==> config.mk <==
export PLATFORM = sky130hd
export DESIGN_NAME = data_mem_ctrl
export DESIGN_NICKNAME = d
export VERILOG_FILES = /design/src/rtl/mips_mem_pkg.sv /design/src/rtl/dmem_load_align.sv /design/src/rtl/data_mem_ctrl.sv
export SDC_FILE = /design/constraint.sdc
export NUM_CORES = 1
export LEC_CHECK = 0
export BUFFER_PORTS_ARGS = -buffer_cell sky130_fd_sc_hd__buf_4
export CAP_MARGIN = 20
export CORE_MARGIN = 4
export CORE_UTILIZATION = 50
export CTS_BUF_LIST = sky130_fd_sc_hd__clkbuf_2 sky130_fd_sc_hd__clkbuf_4 sky130_fd_sc_hd__clkbuf_8
export DETAILED_ROUTE_END_ITERATION = 8
export GPL_ROUTABILITY_DRIVEN = 1
export PLACE_DENSITY = 0.67
export SYNTH_ARGS = -nofsm -noshare
export SYNTH_HDL_FRONTEND = slang
export SYNTH_SLANG_ARGS = --single-unit
==> constraint.sdc <==
create_clock -name clk -period 4.2 [get_ports clk]
set_input_delay 0.21 -clock clk [delete_from_list [all_inputs] [get_ports clk]]
set_output_delay 0.21 -clock clk [all_outputs]
set_load 0.01 [all_outputs]
==> src/rtl/mips_mem_pkg.sv <==
// +----------------------------------------------------------------------------+
// | Module   : mips_mem_pkg                                                    |
// | Purpose  : Shared size codes, FSM encodings and lane count for the MEM     |
// |            stage data memory.                                              |
// | Revision : 1.0  initial release                                            |
// +----------------------------------------------------------------------------+
`default_nettype none

package mips_mem_pkg;
  localparam logic [1:0] SZ_BYTE = 2'b00;
  localparam logic [1:0] SZ_HALF = 2'b01;
  localparam logic [1:0] SZ_WORD = 2'b10;

  localparam logic [0:0] ST_INIT = 1'b0;
  localparam logic [0:0] ST_RUN  = 1'b1;

  localparam int c_NUM_LANES = 4;
endpackage

`default_nettype wire

==> src/rtl/dmem_load_align.sv <==
// +----------------------------------------------------------------------------+
// | Module   : dmem_load_align                                                 |
// | Purpose  : Selects the addressed byte/halfword of a memory word and        |
// |            sign- or zero-extends it to 32 bits.                            |
// | Revision : 1.0  initial release                                            |
// +----------------------------------------------------------------------------+
`default_nettype none

module dmem_load_align
  import mips_mem_pkg::*;
(
  input  logic [31:0] i_word,
  input  logic [1:0]  i_offset,
  input  logic [1:0]  i_size,
  input  logic        i_unsigned,
  output logic [31:0] o_data
);

  logic [7:0]  w_byte;
  logic [15:0] w_half;

  always_comb begin
    w_byte = i_word[7:0];
    case (i_offset)
      2'd0:    w_byte = i_word[7:0];
      2'd1:    w_byte = i_word[15:8];
      2'd2:    w_byte = i_word[23:16];
      default: w_byte = i_word[31:24];
    endcase
    // Halfword offset[0] is always 0 here; misaligned halves are squashed upstream.
    w_half = i_offset[1] ? i_word[31:16] : i_word[15:0];
  end

  always_comb begin
    o_data = i_word;
    case (i_size)
      SZ_BYTE: o_data = i_unsigned ? {24'd0, w_byte} : {{24{w_byte[7]}}, w_byte};
      SZ_HALF: o_data = i_unsigned ? {16'd0, w_half} : {{16{w_half[15]}}, w_half};
      default: o_data = i_word;
    endcase
  end

endmodule

`default_nettype wire

==> src/rtl/data_mem_ctrl.sv <==
// +----------------------------------------------------------------------------+
// | Module   : data_mem_ctrl                                                   |
// | Purpose  : MEM-stage data memory with byte/half/word access, registered    |
// |            extended loads, misalign detection and post-reset clear sweep. |
// |            Define DMEM_BYPASS_EN for write-to-read forwarding.            |
// | Revision : 1.0  initial release                                            |
// +----------------------------------------------------------------------------+
`default_nettype none

module data_mem_ctrl
  import mips_mem_pkg::*;
#(
  parameter int ADDR_W     = 4,
  parameter int INIT_CLEAR = 1
) (
  input  logic        clk,
  input  logic        rst_n,
  input  logic        Mem_Write_M,
  input  logic        Mem_Read_M,
  input  logic [1:0]  Mem_Size_M,
  input  logic        Mem_Unsigned_M,
  input  logic [31:0] ALU_result_M,
  input  logic [31:0] Write_Data_M,
  output logic [31:0] Mem_Read_Data_M,
  output logic        Read_Valid_M,
  output logic        Misalign_Err_M,
  output logic        Busy_M
);

  localparam int              c_DEPTH  = 2 ** ADDR_W;
  localparam logic [ADDR_W-1:0] c_LAST = ADDR_W'(c_DEPTH - 1);
  localparam logic [0:0]      c_ST_RST = (INIT_CLEAR != 0) ? ST_INIT : ST_RUN;

  logic [0:0]        r_state;
  logic [0:0]        w_state_nxt;
  logic [ADDR_W-1:0] r_clr_cnt;
  logic [31:0]       r_mem [c_DEPTH];

  logic [ADDR_W-1:0] w_idx;
  logic [1:0]        w_off;
  logic [1:0]        w_size;
  logic              w_misalign;
  logic              w_wr_ok;
  logic              w_rd_ok;
  logic [3:0]        w_strb;
  logic [31:0]       w_wdata;
  logic [31:0]       w_old;
  logic [31:0]       w_new;
  logic [31:0]       w_rd_word;
  logic [31:0]       w_load;
  logic              w_unused_addr;

  assign w_idx         = ALU_result_M[ADDR_W+1:2];
  assign w_off         = ALU_result_M[1:0];
  assign w_unused_addr = ^ALU_result_M[31:ADDR_W+2];
  assign w_size        = (Mem_Size_M == 2'b11) ? SZ_WORD : Mem_Size_M;

  always_comb begin
    w_misalign = 1'b0;
    w_strb     = 4'hF;
    w_wdata    = Write_Data_M;
    case (w_size)
      SZ_BYTE: begin
        w_strb  = 4'b0001 << w_off;
        w_wdata = {4{Write_Data_M[7:0]}};
      end
      SZ_HALF: begin
        w_misalign = w_off[0];
        w_strb     = 4'b0011 << w_off;
        w_wdata    = {2{Write_Data_M[15:0]}};
      end
      default: w_misalign = (w_off != 2'b00);
    endcase
  end

  assign w_wr_ok = !Busy_M && Mem_Write_M && !w_misalign;
  assign w_rd_ok = !Busy_M && Mem_Read_M;
  assign w_old   = r_mem[w_idx];

  // Post-store word: new lanes merged over the old ones.
  for (genvar l = 0; l < c_NUM_LANES; l++) begin : g_lane
    assign w_new[8*l +: 8] = w_strb[l] ? w_wdata[8*l +: 8] : w_old[8*l +: 8];
  end

`ifdef DMEM_BYPASS_EN
  assign w_rd_word = w_wr_ok ? w_new : w_old;
`else
  assign w_rd_word = w_old;
`endif

  dmem_load_align u_align (
    .i_word     (w_rd_word),
    .i_offset   (w_off),
    .i_size     (w_size),
    .i_unsigned (Mem_Unsigned_M),
    .o_data     (w_load)
  );

  always_ff @(posedge clk or negedge rst_n) begin
    if (!rst_n) begin
      r_state   <= c_ST_RST;
      r_clr_cnt <= '0;
    end else begin
      r_state <= w_state_nxt;
      if (r_state == ST_INIT) r_clr_cnt <= r_clr_cnt + ADDR_W'(1);
    end
  end

  always_comb begin
    w_state_nxt = r_state;
    case (r_state)
      ST_INIT: if (r_clr_cnt == c_LAST) w_state_nxt = ST_RUN;
      default: w_state_nxt = ST_RUN;
    endcase
  end

  always_comb begin
    Busy_M = (r_state == ST_INIT);
  end

  always_ff @(posedge clk) begin
    if (Busy_M) r_mem[r_clr_cnt] <= '0;
    else if (w_wr_ok) r_mem[w_idx] <= w_new;
  end

  always_ff @(posedge clk or negedge rst_n) begin
    if (!rst_n) begin
      Mem_Read_Data_M <= '0;
      Read_Valid_M    <= 1'b0;
      Misalign_Err_M  <= 1'b0;
    end else begin
      Read_Valid_M    <= w_rd_ok;
      Mem_Read_Data_M <= (w_rd_ok && !w_misalign) ? w_load : 32'd0;
      Misalign_Err_M  <= !Busy_M && (Mem_Read_M || Mem_Write_M) && w_misalign;
    end
  end

endmodule

`default_nettype wire

==> qor.yml, run 1 <==
outcome: "completed"
place_congestion: 0.8803
pwr-share-clk_pct: 40.7
critPathMostFrequentCell: "buf_4"
syn_inst: 1102
num_vias: 11890
drv_cap: 0
place_area_um2: 23750
power_frac_seq_pct: 52.4
p_leak_uw: 0.008796
area_growth_pct: 16.67
combinationalPowerShare_pct: 6.9
layout_commonest_cell: "edfxtp_1"
cp_data_arrival_time_ns: 3.54
synth_top_family_by_area: "multiplexers"
root_buffer: "clkbuf_8"
wl_per_cell_um: 28.72
crit_type: "input pin to register"
ys_seq_area_share_pct: 74.21
hp-start: "Write_Data_M[23]"
clockBufferDepth: 3
yosys_warnings: 0
nNetsFinal: 1351
dieHeight_um: 217.9
r2r_start: "r_state"
syn_avg_cell_area_um2: 19.99
worstPathRequired_ns: 4.57
design_area_um2: 25710
syn-num-nets: 1174
ir_drop_v: 0.0002135
synth.area.top_cells: "edfxtp_1 70%, mux4_2 15%, dfrtp_1 4.4%, mux2i_1 1.3%, nor2_1 0.99%"
ctsHtreeMaxLevel: 3
drc: 0
synthSimpleGateAreaFrac_pct: 2.896
switching_power_uw: 2536
cts_sinks: 551
coreArea_um2: 43360
cp_cell_sequence: "dlygate4sd3_1 > buf_4 > o21ai_0 > and2_1 > and3_1 > buf_4 > and3_1 > a31oi_1 > nor2_4 > buf_4"
post-cts-setup-buffers: 0
crit_path_top_delay_cell: "a31oi_1"
synth_top_area_cell: "edfxtp_1"
fin_tns_setup_ns: 0
synth_compound_area_share_pct: 3.776
start_util_pct: 50.81
antenna_found_initial: 1
yosys.cell_types.count: 44
cp-end-kind: "register"
ys_ff_latch: 551
swShare_pct: 21.86
netlist_area_um2: 22030
design.die.area_um2: 47490
io_pins: 106
die_x_um: 217.9
synth_top_area_share_pct: 69.78
insertion_delay_ns: 0.66
layout_common_cells: "512 x edfxtp_1, 146 x mux4_2, 135 x buf_4"
finalClockSkew_ns: 0.02461
grt_max_degree: 40
cts_resized: 0
crit_start: "Mem_Size_M[1]"
min_path_type: "input pin to register"
finalSetupViolCount: 0
drtPass1Iterations: 5
antenna_left: 0
first_iter_violations: 1453
cts_tree: "done"
wl_um: 55610
slew_viol_final: 0
crit_fanout: 35
cts_made_buffers: 87
synthMuxAreaShare_pct: 17.29
synth_xor_area_share_pct: 0.1193
hold_slack_ns: 0.02863
min_period_over_period_pct: 75.40
via_per_inst: 6.139
p_per_area_nw_per_um2: 451.2
grt_pass1_wl_um: 80790
dp_hpwl_um: 33730
power.internal_uw: 9063
grt_use_total_pct: 23.79
grt-ovfl-total: 0
synth_fa_ha_area_share_pct: 0.05679
hold_buffers: 5
fmax_mhz: 315.8
cpPeakStageDelay_ns: 0.65
slew_headroom_pct: 28.07
num_rows: 76
crit_path_start_kind: "input pin"
rsz0062_at_grt: "no"
numPortBuffers: 79
hold_viol: 0
drive_gt1_share_pct: 35.26
tightest_slew_ns: 1.072
grt_pass1_vias: 11930
fin_crit_ns: 3.167
clkTransAtPathRegs_ns: 0.06
## synth_stat cells, drive strengths merged
library cell,number
mux2,19
xnor2,3
nand3,13
mux4,147
a21o,3
a21oi,32
nand2b,4
clkbuf,28
a31oi,2
a22oi,2
a2111oi,3
a32oi,1
nand3b,1
nor2b,4
ha,1
o211ai,10
nor3b,1
o22ai,9
o221ai,1
a211o,2
a22o,2
mux2i,28
a211oi,15
and3,3
nand4,8
and2,3
o2111a,1
inv,15
buf,37
nand2,50
a2111o,1
a221oi,16
nor3,3
edfxtp,512
nor2,58
dfrtp,39
o21ai,25
## worst max-delay path, delay by kind of cell
family / cells / cell delay (ns)
AOI/OAI and AO/OA: 2 / 0.79
buffers and inverters: 4 / 1.44
and+or+nand+nor: 4 / 1.06
## state kept, by name (all words and copies together) (netlist names)
name,count
r_mem,512
r_clr_cnt,4
r_state,1
Read_Valid_M,1
Mem_Read_Data_M,32
Misalign_Err_M,1
## path summary, 6_finish.rpt
path                            slack [ns]                  end  cells after the start
min in group asynchronous             0.07   Mem_Read_Data_M[5]                      2
worst min-delay path                  0.03        r_mem[13][23]                      3
worst max register to register        1.37         r_mem[6][27]                      5
worst min register to register        0.59         r_clr_cnt[3]                      1
worst max-delay path                  1.03         r_mem[7][28]                     10
max in group asynchronous             3.74  Mem_Read_Data_M[28]                      2
## area by class of cell
class                      instances  area (um2)
timing repair buffer             153        1292
tap                              585       732.0
clock buffer                     129        1556
inverter                          15       56.30
multi-input combinational        471        5438
fill                            3196       17660
sequential                       551       16350
antenna                            1       2.502
clock inverter                    31       277.8
## kinds of logic after synthesis
kind of cell             count (synthesis)
AO/OA/AOI/OAI                          125
XOR/XNOR                                 3
adder cells (fa/ha/maj)                  1
buffers and inverters                   80
flip-flops                             551
multiplexers                           194
AND/OR/NAND/NOR                        148
## layer usage
| layer | global-route usage, % | share of wire [%] | routed length [um] |
|---|---|---|---|
| met3 | 6.535 | 11 | 5885 |
| met4 | 7.626 | 2.5 | 1368 |
| met1 | 33.53 | 40 | 22000 |
| met5 | 0 | 0.031 | 17 |
| met2 | 36.75 | 47 | 26340 |
## metrics by stage
stage | std cells | utilization [%] | setup WS [ns] | total power, uW
after floorplan | 1102 | - | 0.7706 | 6655
after global placement | 1760 | 54.76 | 1.010 | 6963
after detailed placement | 1761 | 54.77 | 0.9885 | 6976
after CTS | 1926 | 59.12 | 1.132 | 11680
after global routing | 1935 | 59.28 | 0.9286 | 12010
final | 1936 | 59.28 | 1.033 | 11600
## power groups by stage
| stage | Sequential [uW] | Clock (uW) | Combinational, uW |
|---|---|---|---|
| 2_1_floorplan | 6200 | 0 | 456 |
| 3_3_place_gp | 6190 | 0 | 770 |
| 3_5_place_dp | 6200 | 0 | 781 |
| 4_1_cts | 6080 | 4820 | 787 |
| 5_1_grt | 6080 | 5080 | 845 |
| 6_report | 6080 | 4720 | 799 |
Note: power is estimated with default switching activity, not from simulation.
==> inputs of run 2 (changes only) <==
==> constraint.sdc (replaced) <==
create_clock -name clk -period 3 [get_ports clk]
set_input_delay 0.15 -clock clk [delete_from_list [all_inputs] [get_ports clk]]
set_output_delay 0.15 -clock clk [all_outputs]
set_load 0.01 [all_outputs]
==> run 2 against run 1 <==
  * Final area is 1.4% higher
  * Non-clock buffer count increased by 39
  * Sequential power increased by 40%
  * Largest cell class unchanged
  * Die area did not move
  * Utilization grew 0.81 points
  * Global-route usage down 0.33 points
  * Register-to-register slack lost 1.1 ns
  * Clock skew grew 0.015 ns
  * Wire length shrank 1.7%
  * Sequential cell count did not move
  * Via count increased by 0.64%
  * Clock power increased by 32%
==> qor.yml, run 2 (synthesis gave the netlist of run 1 again) <==
finalClockSkew_ns: 0.03966
finalSetupViolCount: 0
rsz0062_at_grt: "no"
final_util_pct: 60.09
grt_max_degree: 40
start_util_pct: 50.81
place_congestion: 0.9055
min_path_type: "input pin to async pin"
r2r_cells: 6
min_period_over_period_pct: 90.65
numPortBuffers: 79
cts_tree: "done"
drc: 0
drv_cap: 0
grt-ovfl-total: 0
ctsHtreeMaxLevel: 3
antenna_left: 0
root_buffer: "clkbuf_8"
setup_slack_ns: 0.2806
post-cts-setup-buffers: 0
outcome: "completed"
top_regs: "r_mem: 512 flops, Mem_Read_Data_M: 32 flops, r_clr_cnt: 4 flops"
clkTransAtPathRegs_ns: 0.06
wl_per_cell_um: 27.72
cts_made_buffers: 89
drtPass1Iterations: 9
cp_data_arrival_time_ns: 3.16
ir_drop_v: 0.0004399
largest_reg_flops: 512
clockBufferDepth: 3
worstPathRequired_ns: 3.44
first_iter_violations: 1375
cts_sinks: 551
dp_hpwl_um: 34550
slew_headroom_pct: 28.59
slew_viol_final: 0
layout_common_cells: "512 x edfxtp_1, 159 x buf_4, 146 x mux4_2"
cts_resized: 0
nNetsFinal: 1392
wl_um: 54680
area_growth_pct: 18.27
fin_tns_setup_ns: 0
tightest_slew_ns: 1.071
fmax_mhz: 367.7
die_x_um: 217.9
fin_crit_ns: 2.719
layout_commonest_cell: "edfxtp_1"
dp_slack_ns: 0.1135
num_rows: 76
p_leak_uw: 0.008986
cp-end-kind: "register"
insertion_delay_ns: 0.66
crit_type: "register to register"
hold_viol: 0
largest_register: "r_mem"
antenna_found_initial: 1
coreArea_um2: 43360
via_per_inst: 6.063
design.die.area_um2: 47490
io_pins: 106
drive_gt1_share_pct: 36.48
grt_pass1_vias: 12110
grt_pass1_wl_um: 80680
grt_use_total_pct: 23.46
crit_fanout: 17
dieHeight_um: 217.9
p_per_area_nw_per_um2: 610.6
crit_path_start_kind: "register"
num_vias: 11960
[run 2: final cells by class]
| type | instances | area (um2) |
|---|---|---|
| Fill cell | 3157 | 17300 |
| Tap cell | 585 | 732.0 |
| Multi-Input combinational cell | 471 | 5438 |
| Clock buffer | 119 | 1450 |
| Sequential cell | 551 | 16350 |
| Clock inverter | 39 | 255.2 |
| Antenna cell | 1 | 2.502 |
| Timing Repair Buffer | 192 | 1773 |
| Inverter | 15 | 56.30 |
[run 2: metal layers]
layer / global-route usage (%) / vias to the layer above / routed length, um
met5: 0 / - / 0
met4: 6.488 / 0 / 1449
met3: 5.336 / 98 / 5582
met2: 35.98 / 637 / 25440
met1: 34.57 / 6218 / 22210
li1: - / 5009 / -
[run 2: path summary, 6_finish.rpt]
kind	startpoint	endpoint	slack (ns)
hold reg to reg	r_clr_cnt[3]	r_clr_cnt[3]	0.59
min in group clk	Write_Data_M[22]	r_mem[11][22]	0.09
max in group asynchronous	rst_n	Mem_Read_Data_M[30]	2.60
setup / recovery	r_mem[9][7]	Mem_Read_Data_M[15]	0.28
setup reg to reg	r_mem[9][7]	Mem_Read_Data_M[15]	0.28
hold / removal	rst_n	Mem_Read_Data_M[13]	0.04
[run 2: per-stage QoR]
step | std cells | area, um2 | hold slack [ns] | power, uW
final | 1973 | 26060 | 0.04001 | 15910
after global routing | 1972 | 26060 | 0.03661 | 16500
after CTS | 1963 | 25990 | 0.001979 | 16030
after detailed placement | 1800 | 24230 | 0.1485 | 9829
after global placement | 1799 | 24220 | 0.1407 | 9811
after floorplan | 1102 | 22040 | -0.1456 | 9317
[run 2: worst max-delay path, stage by stage, from the launching register on]
cell and delay, ns:
edfxtp_1 0.36, mux4_2 0.46, mux4_2 0.53, nor2_1 0.18
a211o_1 0.14, a2111o_1 0.56, o21ai_0 0.28
[run 2: timing repair]
action | CTS | global route
hold endpoints to repair | 49 | 1
setup endpoints to repair | 0 | 0
hold buffers | 5 | 1
[run 2: power by group]
part	internal, uW	switching [uW]
clock network	3340	2880
registers	8490	29.7
logic	494	679
